$ cat config.mk
export PLATFORM = sky130hd
export DESIGN_NAME = zombie_motion
export DESIGN_NICKNAME = d
export VERILOG_FILES = /design/src/rtl/zombie_motion.sv
export SDC_FILE = /design/constraint.sdc
export NUM_CORES = 1
export LEC_CHECK = 0
export ABC_AREA = 1
export BUFFER_PORTS_ARGS = -buffer_cell sky130_fd_sc_hd__buf_2
export CAP_MARGIN = 30
export CORE_ASPECT_RATIO = 0.75
export CORE_MARGIN = 2
export CORE_UTILIZATION = 55
export CTS_BUF_LIST = sky130_fd_sc_hd__clkbuf_8
export DETAILED_ROUTE_END_ITERATION = 6
export PLACE_DENSITY = 0.72
export SYNTH_ARGS = -nofsm -noshare
export SYNTH_HDL_FRONTEND = slang
export SYNTH_SLANG_ARGS = --single-unit
$ cat constraint.sdc
create_clock -name CLK -period 5.73 [get_ports CLK]
set_clock_uncertainty 0.1 [all_clocks]
set_input_delay 0.2865 -clock CLK [delete_from_list [all_inputs] [get_ports CLK]]
set_output_delay 0.2865 -clock CLK [all_outputs]
set_load 0.01 [all_outputs]
$ cat src/rtl/zombie_motion.sv
// Zombie lanes: one FSM slot per lane (spawn, walk, hits, dying) and a
// registered pixel hit test that yields the sprite ROM address.

module zombie_lane #(
    parameter int SPAWN_X      = 600,
    parameter int GOAL_X       = 40,
    parameter int HP_INIT      = 10,
    parameter int SPEED_DIV    = 4,
    parameter int DEATH_FRAMES = 30
) (
    input  logic       CLK,
    input  logic       Reset_n,
    input  logic       i_frame,
    input  logic       i_spawn,
    input  logic       i_hit,
    input  logic       i_frozen,
    output logic       o_walk,
    output logic       o_dying,
    output logic [9:0] o_x,
    output logic       o_goal
);
    localparam int SW = (SPEED_DIV > 1) ? $clog2(SPEED_DIV) : 1;
    localparam int DW = (DEATH_FRAMES > 1) ? $clog2(DEATH_FRAMES) : 1;

    typedef enum logic [1:0] {S_IDLE, S_WALK, S_DYING} lane_st_t;

    lane_st_t        r_st;
    logic [9:0]      r_x;
    logic [3:0]      r_hp;
    logic [SW-1:0]   r_spd;
    logic [DW-1:0]   r_die;

    logic            w_kill;
    logic            w_step;
    logic [9:0]      w_x_next;

    assign w_kill   = i_hit && (r_hp == 4'd1);
    assign w_step   = i_frame && (r_spd == SW'(SPEED_DIV - 1));
    assign w_x_next = w_step ? (r_x - 10'd1) : r_x;
    // A killing hit suppresses the move, so it also suppresses the goal check.
    assign o_goal   = !i_frozen && (r_st == S_WALK) && i_frame && !w_kill &&
                      (w_x_next <= 10'(GOAL_X));

    // Per-lane state machine; everything freezes once the game is over.
    always_ff @(posedge CLK) begin
        if (!Reset_n) begin
            r_st  <= S_IDLE;
            r_x   <= 10'(SPAWN_X);
            r_hp  <= 4'd0;
            r_spd <= '0;
            r_die <= '0;
        end else if (!i_frozen) begin
            case (r_st)
                S_IDLE: if (i_spawn) begin
                    r_st  <= S_WALK;
                    r_x   <= 10'(SPAWN_X);
                    r_hp  <= 4'(HP_INIT);
                    r_spd <= '0;
                end
                S_WALK: begin
                    if (w_kill) begin
                        r_st  <= S_DYING;
                        r_hp  <= 4'd0;
                        r_die <= '0;
                    end else begin
                        if (i_hit)
                            r_hp <= r_hp - 4'd1;
                        if (i_frame) begin
                            r_x   <= w_x_next;
                            r_spd <= w_step ? '0 : r_spd + SW'(1);
                        end
                    end
                end
                S_DYING: if (i_frame) begin
                    if (r_die == DW'(DEATH_FRAMES - 1)) begin
                        r_st  <= S_IDLE;
                        r_die <= '0;
                    end else begin
                        r_die <= r_die + DW'(1);
                    end
                end
                default: r_st <= S_IDLE;
            endcase
        end
    end

    assign o_walk  = (r_st == S_WALK);
    assign o_dying = (r_st == S_DYING);
    assign o_x     = r_x;
endmodule

module zombie_motion #(
    parameter int LANES        = 5,
    parameter int LANE_Y0      = 90,
    parameter int LANE_H       = 80,
    parameter int ZW           = 40,
    parameter int ZH           = 60,
    parameter int SPAWN_X      = 600,
    parameter int GOAL_X       = 40,
    parameter int HP_INIT      = 10,
    parameter int SPEED_DIV    = 4,
    parameter int ANIM_DIV     = 8,
    parameter int DEATH_FRAMES = 30
) (
    input  logic             CLK,
    input  logic             Reset_n,
    input  logic             frame_start,
    input  logic             spawn,
    input  logic [2:0]       spawn_row,
    input  logic             hit,
    input  logic [2:0]       hit_row,
    input  logic [9:0]       DrawX,
    input  logic [9:0]       DrawY,
    output logic             zom_on,
    output logic [18:0]      read_address_zom,
    output logic             END_on,
    output logic [LANES-1:0] zom_alive
);
    localparam int AW = (ANIM_DIV > 1) ? $clog2(ANIM_DIV) : 1;

    logic                  r_end;
    logic [AW-1:0]         r_anim_cnt;
    logic                  r_anim_frame;
    logic                  r_zom_on;
    logic [18:0]           r_addr;

    logic [LANES-1:0]      w_walk, w_dying, w_goal, w_in;
    logic [LANES-1:0][9:0] w_x, w_dx, w_dy;
    logic [LANES-1:0][1:0] w_frm;
    logic                  w_pix;
    logic [18:0]           w_addr;

    genvar g;
    generate
        for (g = 0; g < LANES; g++) begin : g_lane
            localparam logic [9:0] LY = 10'(LANE_Y0 + g * LANE_H);

            zombie_lane #(
                .SPAWN_X(SPAWN_X), .GOAL_X(GOAL_X), .HP_INIT(HP_INIT),
                .SPEED_DIV(SPEED_DIV), .DEATH_FRAMES(DEATH_FRAMES)
            ) u_lane (
                .CLK     (CLK),
                .Reset_n (Reset_n),
                .i_frame (frame_start),
                .i_spawn (spawn && (spawn_row == 3'(g))),
                .i_hit   (hit && (hit_row == 3'(g))),
                .i_frozen(r_end),
                .o_walk  (w_walk[g]),
                .o_dying (w_dying[g]),
                .o_x     (w_x[g]),
                .o_goal  (w_goal[g])
            );

            // 11-bit compares keep x+ZW from wrapping near the right edge.
            assign w_in[g] = (w_walk[g] || w_dying[g]) &&
                             (DrawX >= w_x[g]) &&
                             ({1'b0, DrawX} < ({1'b0, w_x[g]} + 11'(ZW))) &&
                             (DrawY >= LY) &&
                             ({1'b0, DrawY} < ({1'b0, LY} + 11'(ZH)));
            assign w_dx[g]  = DrawX - w_x[g];
            assign w_dy[g]  = DrawY - LY;
            assign w_frm[g] = w_dying[g] ? 2'd2 : {1'b0, r_anim_frame};
        end
    endgenerate

    // Lowest matching lane wins: scan downward so it is assigned last.
    always_comb begin
        w_pix  = 1'b0;
        w_addr = '0;
        for (int r = LANES - 1; r >= 0; r--) begin
            if (w_in[r]) begin
                w_pix  = 1'b1;
                w_addr = 19'(w_frm[r]) * 19'(ZW * ZH) +
                         19'(w_dy[r]) * 19'(ZW) + 19'(w_dx[r]);
            end
        end
    end

    // Game-over flag, walk animation and registered pixel outputs.
    always_ff @(posedge CLK) begin
        if (!Reset_n) begin
            r_end        <= 1'b0;
            r_anim_cnt   <= '0;
            r_anim_frame <= 1'b0;
            r_zom_on     <= 1'b0;
            r_addr       <= '0;
        end else begin
            r_end <= r_end | (|w_goal);
            if (frame_start) begin
                if (r_anim_cnt == AW'(ANIM_DIV - 1)) begin
                    r_anim_cnt   <= '0;
                    r_anim_frame <= ~r_anim_frame;
                end else begin
                    r_anim_cnt <= r_anim_cnt + AW'(1);
                end
            end
            r_zom_on <= w_pix;
            r_addr   <= w_addr;
        end
    end

    assign zom_on           = r_zom_on;
    assign read_address_zom = r_addr;
    assign END_on           = r_end;
    assign zom_alive        = w_walk;
endmodule
==> flow_summary.yaml, run 1 <==
run_status:
  outcome: "completed"
worst_setup_path:
  crit_path_start_kind: "input pin"
  r2r_start: "g_lane[3].u_lane.o_x[2]$_SDFFE_PN0P_"
  crit_top_cell: "nand2_1"
  r2r_end: "read_address_zom[14]$_SDFF_PN0_"
  slowest_delay_ns: 0.47
  cp.buffers_inverters: 6
  cp_num_cells: 30
  ff2ff_path_depth: 25
  worst_ep_required_time_ns: 6.02
  crit_fanout: 6
  cp.arrival_ns: 5.14
  r2r_setup_slack_ns: 1.21
  worst_setup_path_end_kind: "register"
  cpMaxStageDelayCell: "xor2_1"
  critical_path_class: "input pin to register"
  crit_family: "simple AND/OR/NAND/NOR gates"
sta:
  fin_hold_ws_ns: 0.193
  tightestPinTransition_ns: 0.791
  slew_headroom_pct: 47.2
  fmax_ghz: 0.206
  finalHoldViolations: 0
  rsz0062_at_grt: "no"
  setup_tns_ns: 0
  setup_ws_ns: 0.884
  slew_violations: 0
  setup_viol: 0
  fin_crit_ns: 4.85
  fin_crit_sh_pct: 84.6
clocking:
  cts.path.max_buffers: 2
  cts_made_buffers: 17
  ctsResizeCount: 0
  clk_latency_ns: 0.50
  cts.hold.buffers_added: 1
  cts.clk_slew.worst_paths_ns: 0.11
  post_cts_buffers: 0
  cts_max_level: 4
  cts_tree: "built"
  clock_sinks: 138
  root_buffer: "clkbuf_8"
placement:
  placed_cells: 3207
  gp_congestion: 1.04
  dp_hpwl_um: 44700
  dp_slack_ns: 0.531
  dpl_cell_area_um2: 18700
  io_buffers: 54
finish:
  synthToLayoutAreaGrowth_pct: 5.66
  instances_no_fill: 3242
  final_cell_area_um2: 19100
  layout_common_cells: "618 x nand2_1, 403 x inv_1, 286 x ha_1"
  drive_above_1_share_pct: 5.08
  final_common_cell: "nand2_1"
  fin_nets: 3139
  nFillCells: 3133
  fin_util_pct: 59.1
detailed_routing:
  final_antenna_net_count: 0
  first_pass_iters: 6
  wirelength_um: 54400
  drc: 0
  drt_iter0_drc: 1713
  wl_per_cell_um: 16.8
  vias_per_cell: 5.59
  vias: 18119
yosys:
  ys_types: 52
  avgSynthCellArea_um2: 6.60
  synth_ff_type: "dfxtp_1"
  synth_top_area_share_pct: 19.8
  synth-seq-cells: 138
  synth.yosys.warnings: 0
  ys_top_cells_by_area: "ha_1 20%, dfxtp_1 15%, nand2_1 13%"
  netlist_area_um2: 18100
  syn-instance-count: 2743
  synthArstFlopShare_pct: 0
  synth_enable_flop_cells: 0
  yosysTopAreaCell: "ha_1"
  synth_seq_area_share_pct: 15.2
grt:
  grt_usage_pct: 31.5
  grt_pass1_vias: 16199
  grt_max_degree: 63
  antenna_found_initial: 2
  grt_pass1_wl_um: 84800
  overflow: 0
hold_path:
  whs_endpoint: "END_on$_SDFF_PN0_"
  hold_path.class: "input pin to register"
  hold_path.startpoint: "frame_start"
  hold_path_depth: 3
power_and_ir_drop:
  peakVddDrop_mv: 0.207
  p_leak_nw: 9.64
  power_mw: 6.66
  p_per_area_nw_per_um2: 348
floorplanning:
  rows: 57
  die_x_um: 214
  dieArea_um2: 34400
  coreArea_um2: 32400
  dieHeight_um: 161
  start_util_pct: 56.0
  io_pins: 57
flow_run:
  drv_cap: 0
per-layer routing:
metal	wire length (um)	global-route usage [%]	up-vias
li1	-	-	9025
met1	26300	47.2	8372
met2	21400	44.5	662
met3	5470	7.86	60
met4	1120	8.11	0
met5	0	0	-
power breakdown:
part / switching, mW / internal [mW] / leakage (nW)
clock: 0.445 / 0.387 / 0.205
combinational: 3.01 / 1.61 / 8.31
sequential: 0.103 / 1.11 / 1.12
layout make-up:
class | instances | area, um^2 | area share, %
Clock buffer | 17 | 234 | 1.22
Antenna cell | 2 | 5.00 | 0.0261
Timing Repair Buffer | 60 | 318 | 1.66
Sequential cell | 138 | 2760 | 14.4
Inverter | 414 | 1560 | 8.14
Clock inverter | 15 | 150 | 0.784
Multi-Input combinational cell | 2154 | 13600 | 70.8
Tap cell | 442 | 553 | 2.89
sequential cells by signal, summed over array words and instances (netlist names):
name,cells
g_lane.u_lane.r_hp,20
g_lane.u_lane.r_die,25
r_anim_cnt,3
g_lane.u_lane.o_x,50
read_address_zom,17
END_on,1
r_anim_frame,1
g_lane.u_lane.r_st,10
g_lane.u_lane.r_spd,10
zom_on,1
worst max-delay path by stage:
| stage | slack, ns | end | from |
|---|---|---|---|
| 6_report | 0.88 | read_address_zom[15]$_SDFF_PN0_ | DrawY[1] |
| 5_1_grt | 0.56 | read_address_zom[15]$_SDFF_PN0_ | DrawY[1] |
| 4_1_cts | 1.08 | read_address_zom[13]$_SDFF_PN0_ | DrawY[1] |
| 3_5_place_dp | 0.53 | read_address_zom[13]$_SDFF_PN0_ | DrawY[1] |
| 3_3_place_gp | 0.59 | read_address_zom[15]$_SDFF_PN0_ | DrawY[1] |
| 2_1_floorplan | 1.35 | read_address_zom[16]$_SDFF_PN0_ | DrawY[1] |
worst reg2reg max path: cells and delay by family (launching register included):
| family | cells | cell delay [ns] |
|---|---|---|
| simple gates | 15 | 1.36 |
| fa+ha+maj | 3 | 1.31 |
| compound gates | 4 | 0.97 |
| flops | 1 | 0.39 |
| xor+xnor | 1 | 0.18 |
| buf+inv | 2 | 0.15 |
cell usage after synthesis (7+ instances only):
master / number
buf_2: 7
xor2_1: 155
inv_1: 401
xnor2_1: 36
nor3_1: 33
clkbuf_1: 14
nand4_1: 42
nor2_4: 7
o21ai_0: 130
o22ai_1: 14
fa_1: 37
a21o_1: 12
a211oi_1: 14
o211ai_1: 15
dfxtp_1: 138
nand2_1: 618
o21bai_1: 10
nand3_1: 154
nor2_2: 7
nand3b_1: 10
nor3b_1: 11
nor2_1: 265
inv_2: 10
buf_4: 14
a21oi_1: 210
a31oi_1: 19
ha_1: 286
or2_2: 11
cells by family after synthesis:
logic type | after synthesis | share of synthesized area [%]
and+or+nand+nor | 1174 | 27.5
AOI/OAI and AO/OA | 459 | 14.2
buffers and inverters | 457 | 10.0
adders and majority gates | 323 | 23.8
xor gates and xnor gates | 191 | 9.23
DFF | 138 | 15.2
other | 1 | 0.0207
Note: power is estimated with default switching activity, not from simulation.
==> run 2, diff against run 1 <==
- ABC_AREA: 1 -> 0
- clock period: 5.73 -> 4.47 ns (I/O delays scaled with it)
==> run 2 against run 1 <==
  * The flow now finishes with violations (setup timing)
  * Critical path depth decreased by 10
  * Cell area increased by 10%
  * Via count decreased by 3.1%
  * Wire length increased by 3.7%
  * Highest routed layer unchanged
==> flow_summary.yaml, run 2 <==
sta:
  setup_viol: 3
  rsz0062_at_grt: "yes"
  fin_crit_ns: 4.64
  finalHoldViolations: 0
  slew_headroom_pct: 45.4
  slew_violations: 0
  setup_ws_ns: -0.167
  fmax_ghz: 0.216
  tightestPinTransition_ns: 0.810
  fin_crit_sh_pct: 104
flow_run:
  drv_cap: 0
yosys:
  synth.most_common_cell: "ha_1"
  synthXorXnorAreaFrac_pct: 10.2
  synth_common_cells: "286 x ha_1, 218 x nor2_1, 180 x inv_1"
  synth_ff_type: "dfxtp_1"
  yosysTopAreaCell: "ha_1"
  synth_enable_flop_cells: 0
  ys_types: 90
  synth-adder-area-share_pct: 25.3
  synth.yosys.warnings: 0
  netlist_area_um2: 17000
  avgSynthCellArea_um2: 7.82
  ys_top_cells_by_area: "ha_1 21%, dfxtp_1 16%, xnor2_1 6.6%"
  synth_mux_area_share_pct: 0.903
  yosys.area_share.simple_pct: 20.2
  syn-instance-count: 2178
  synth-seq-cells: 138
  synth-compound-area-share_pct: 21.2
  synth_top_family_by_area: "adder cells"
  synthArstFlopShare_pct: 0
  synth_top_area_share_pct: 21.0
  synth_seq_area_share_pct: 16.2
finish:
  nFillCells: 2477
  drive_above_1_share_pct: 22.0
  synthToLayoutAreaGrowth_pct: 24.1
  largest_reg_flops: 50
  antenna_cells: 0
  fin_nets: 2864
  layout_common_cells: "318 x buf_4, 266 x ha_1, 215 x nor2_1"
  fin_util_pct: 69.7
  final_common_cell: "buf_4"
power_and_ir_drop:
  peakVddDrop_mv: 0.367
  p_per_area_nw_per_um2: 397
  p_leak_nw: 9.52
  power_mw: 8.40
worst_setup_path:
  cpMaxStageDelayCell: "fa_1"
  crit_path_start_kind: "register"
  crit_top_cell: "a21oi_1"
  crit_fanout: 5
  r2r_setup_slack_ns: -0.17
  critical_path_class: "register to register"
  r2r_end: "read_address_zom[15]$_SDFF_PN0_"
  ff2ff_path_depth: 20
  worst_ep_required_time_ns: 4.76
  path_cells: "inv_1 -> ha_1 -> a21o_1 -> a21oi_1 -> o21ai_2 -> a21o_1 -> a21oi_1 -> xor2_1 -> fa_1 -> inv_1 -> ha_1 -> nand3_1 -> o211ai_1 -> o211a_1 -> o21a_1 -> o21ai_2 -> a21oi_1 -> xnor2_1 -> a222oi_1 -> a31oi_1"
  r2r_start: "g_lane[2].u_lane.o_x[4]$_SDFFE_PN1P_"
  worst_setup_path_end_kind: "register"
  slowest_delay_ns: 0.54
  cp.arrival_ns: 4.93
detailed_routing:
  drc: 0
  vias: 17561
  wirelength_um: 56400
  wl_per_cell_um: 19.3
  vias_per_cell: 6.01
  drt_iter0_drc: 1900
  final_antenna_net_count: 0
  first_pass_iters: 6
clocking:
  root_buffer: "clkbuf_8"
  cts_max_level: 4
  cts_tree: "built"
  clock_sinks: 138
  clk_latency_ns: 0.51
  cts.hold.buffers_added: 0
  cts.clk_slew.worst_paths_ns: 0.09
  cts.path.max_buffers: 2
  cts_made_buffers: 17
floorplanning:
  dieArea_um2: 32400
  rows: 55
  start_util_pct: 56.1
  die_x_um: 207
  coreArea_um2: 30300
  dieHeight_um: 156
  io_pins: 57
grt:
  antenna_found_initial: 2
  grt_pass1_vias: 16456
  overflow: 0
  grt_max_degree: 33
  grt_usage_pct: 33.9
  grt_pass1_wl_um: 86400
placement:
  gp_congestion: 1.04
  dp_hpwl_um: 44200
  io_buffers: 54
run_status:
  violations: "setup timing"
  outcome: "finished with violations"
hold_path:
  hold_path_depth: 4
  hold_path.class: "input pin to register"
  hold_path.startpoint: "spawn_row[0]"
  whs_endpoint: "g_lane[3].u_lane.r_hp[2]$_SDFFE_PN0P_"
## run 2: cell types whose count changed after synthesis, moves of 37 or more
cell and change:
nor2_1 -47, nor2b_1 +37, inv_1 -221, nand2_1 -457, xor2_1 -84, xnor2_1 +92
nand3_1 -102, nor3_1 +37, a21oi_1 -65, nand2b_1 +38
## run 2: worst max-delay path by stage
stage	start	end	slack (ns)	depth (start not counted)
floorplan	DrawY[1]	read_address_zom[15]$_SDFF_PN0_	0.002	22
global placement	DrawY[1]	read_address_zom[15]$_SDFF_PN0_	-0.33	22
detailed placement	DrawX[1]	read_address_zom[15]$_SDFF_PN0_	-0.48	23
CTS	g_lane[3].u_lane.o_x[1]$_SDFFE_PN0P_	read_address_zom[15]$_SDFF_PN0_	-0.12	21
global route	g_lane[2].u_lane.o_x[4]$_SDFFE_PN1P_	read_address_zom[15]$_SDFF_PN0_	-0.43	20
finish	g_lane[2].u_lane.o_x[4]$_SDFFE_PN1P_	read_address_zom[15]$_SDFF_PN0_	-0.17	20
## run 2: repair_timing
item / 4_1_cts / 5_1_grt
setup endpoints to repair: 7 / 7
pin swaps: 35 / 77
setup buffers: 14 / 12
gates resized for setup: 51 / 96
## run 2: layout make-up
class | instances | area [um^2] | area share [%]
Clock buffer | 20 | 275 | 1.30
Clock inverter | 12 | 138 | 0.651
Inverter | 184 | 694 | 3.28
Multi-Input combinational cell | 1790 | 14000 | 66.1
Sequential cell | 138 | 2770 | 13.1
Tap cell | 399 | 499 | 2.36
Timing Repair Buffer | 379 | 2780 | 13.1
## run 2: layer usage
metal	part of all wire (%)	vias up	global-route usage, %
li1	-	8396	-
met1	44	8316	47.1
met2	43	734	52.8
met3	10	115	6.68
met4	3.0	0	10.9
met5	0	-	0
## run 2: through the flow
| step | setup slack (ns) | setup TNS [ns] | instance area, um^2 | instances | hold WS (ns) |
|---|---|---|---|---|---|
| floorplan | 0.00241 | 0 | 17100 | 2184 | 0.336 |
| global placement | -0.326 | -1.46 | 19900 | 2867 | 0.342 |
| detailed placement | -0.480 | -2.26 | 19900 | 2867 | 0.366 |
| CTS | -0.121 | -0.207 | 20600 | 2913 | 0.0769 |
| global route | -0.433 | -0.995 | 21100 | 2922 | 0.136 |
| finish | -0.167 | -0.176 | 21100 | 2922 | 0.0910 |
## run 2: logic make-up after synthesis
kind of cell	after synthesis
adders and majority gates	323
DFF	138
buffers and inverters	256
xor gates and xnor gates	199
muxes	15
and+or+nand+nor	707
other	1
AOI/OAI and AO/OA	539
## run 2: power by group
group,internal (mW),total (mW),switching (mW)
Sequential,1.35,1.45,0.108
Clock,0.545,1.12,0.578
Combinational,2.65,5.82,3.18
Total,4.54,8.40,3.86
## run 2: critical path: cells and delay by family (launching register included)
kind,cells,cell delay [ns]
AOI/OAI and AO/OA,12,2.32
xor gates and xnor gates,2,0.28
adders and majority gates,3,1.26
buffers and inverters,2,0.14
DFF,1,0.33
and+or+nand+nor,1,0.10
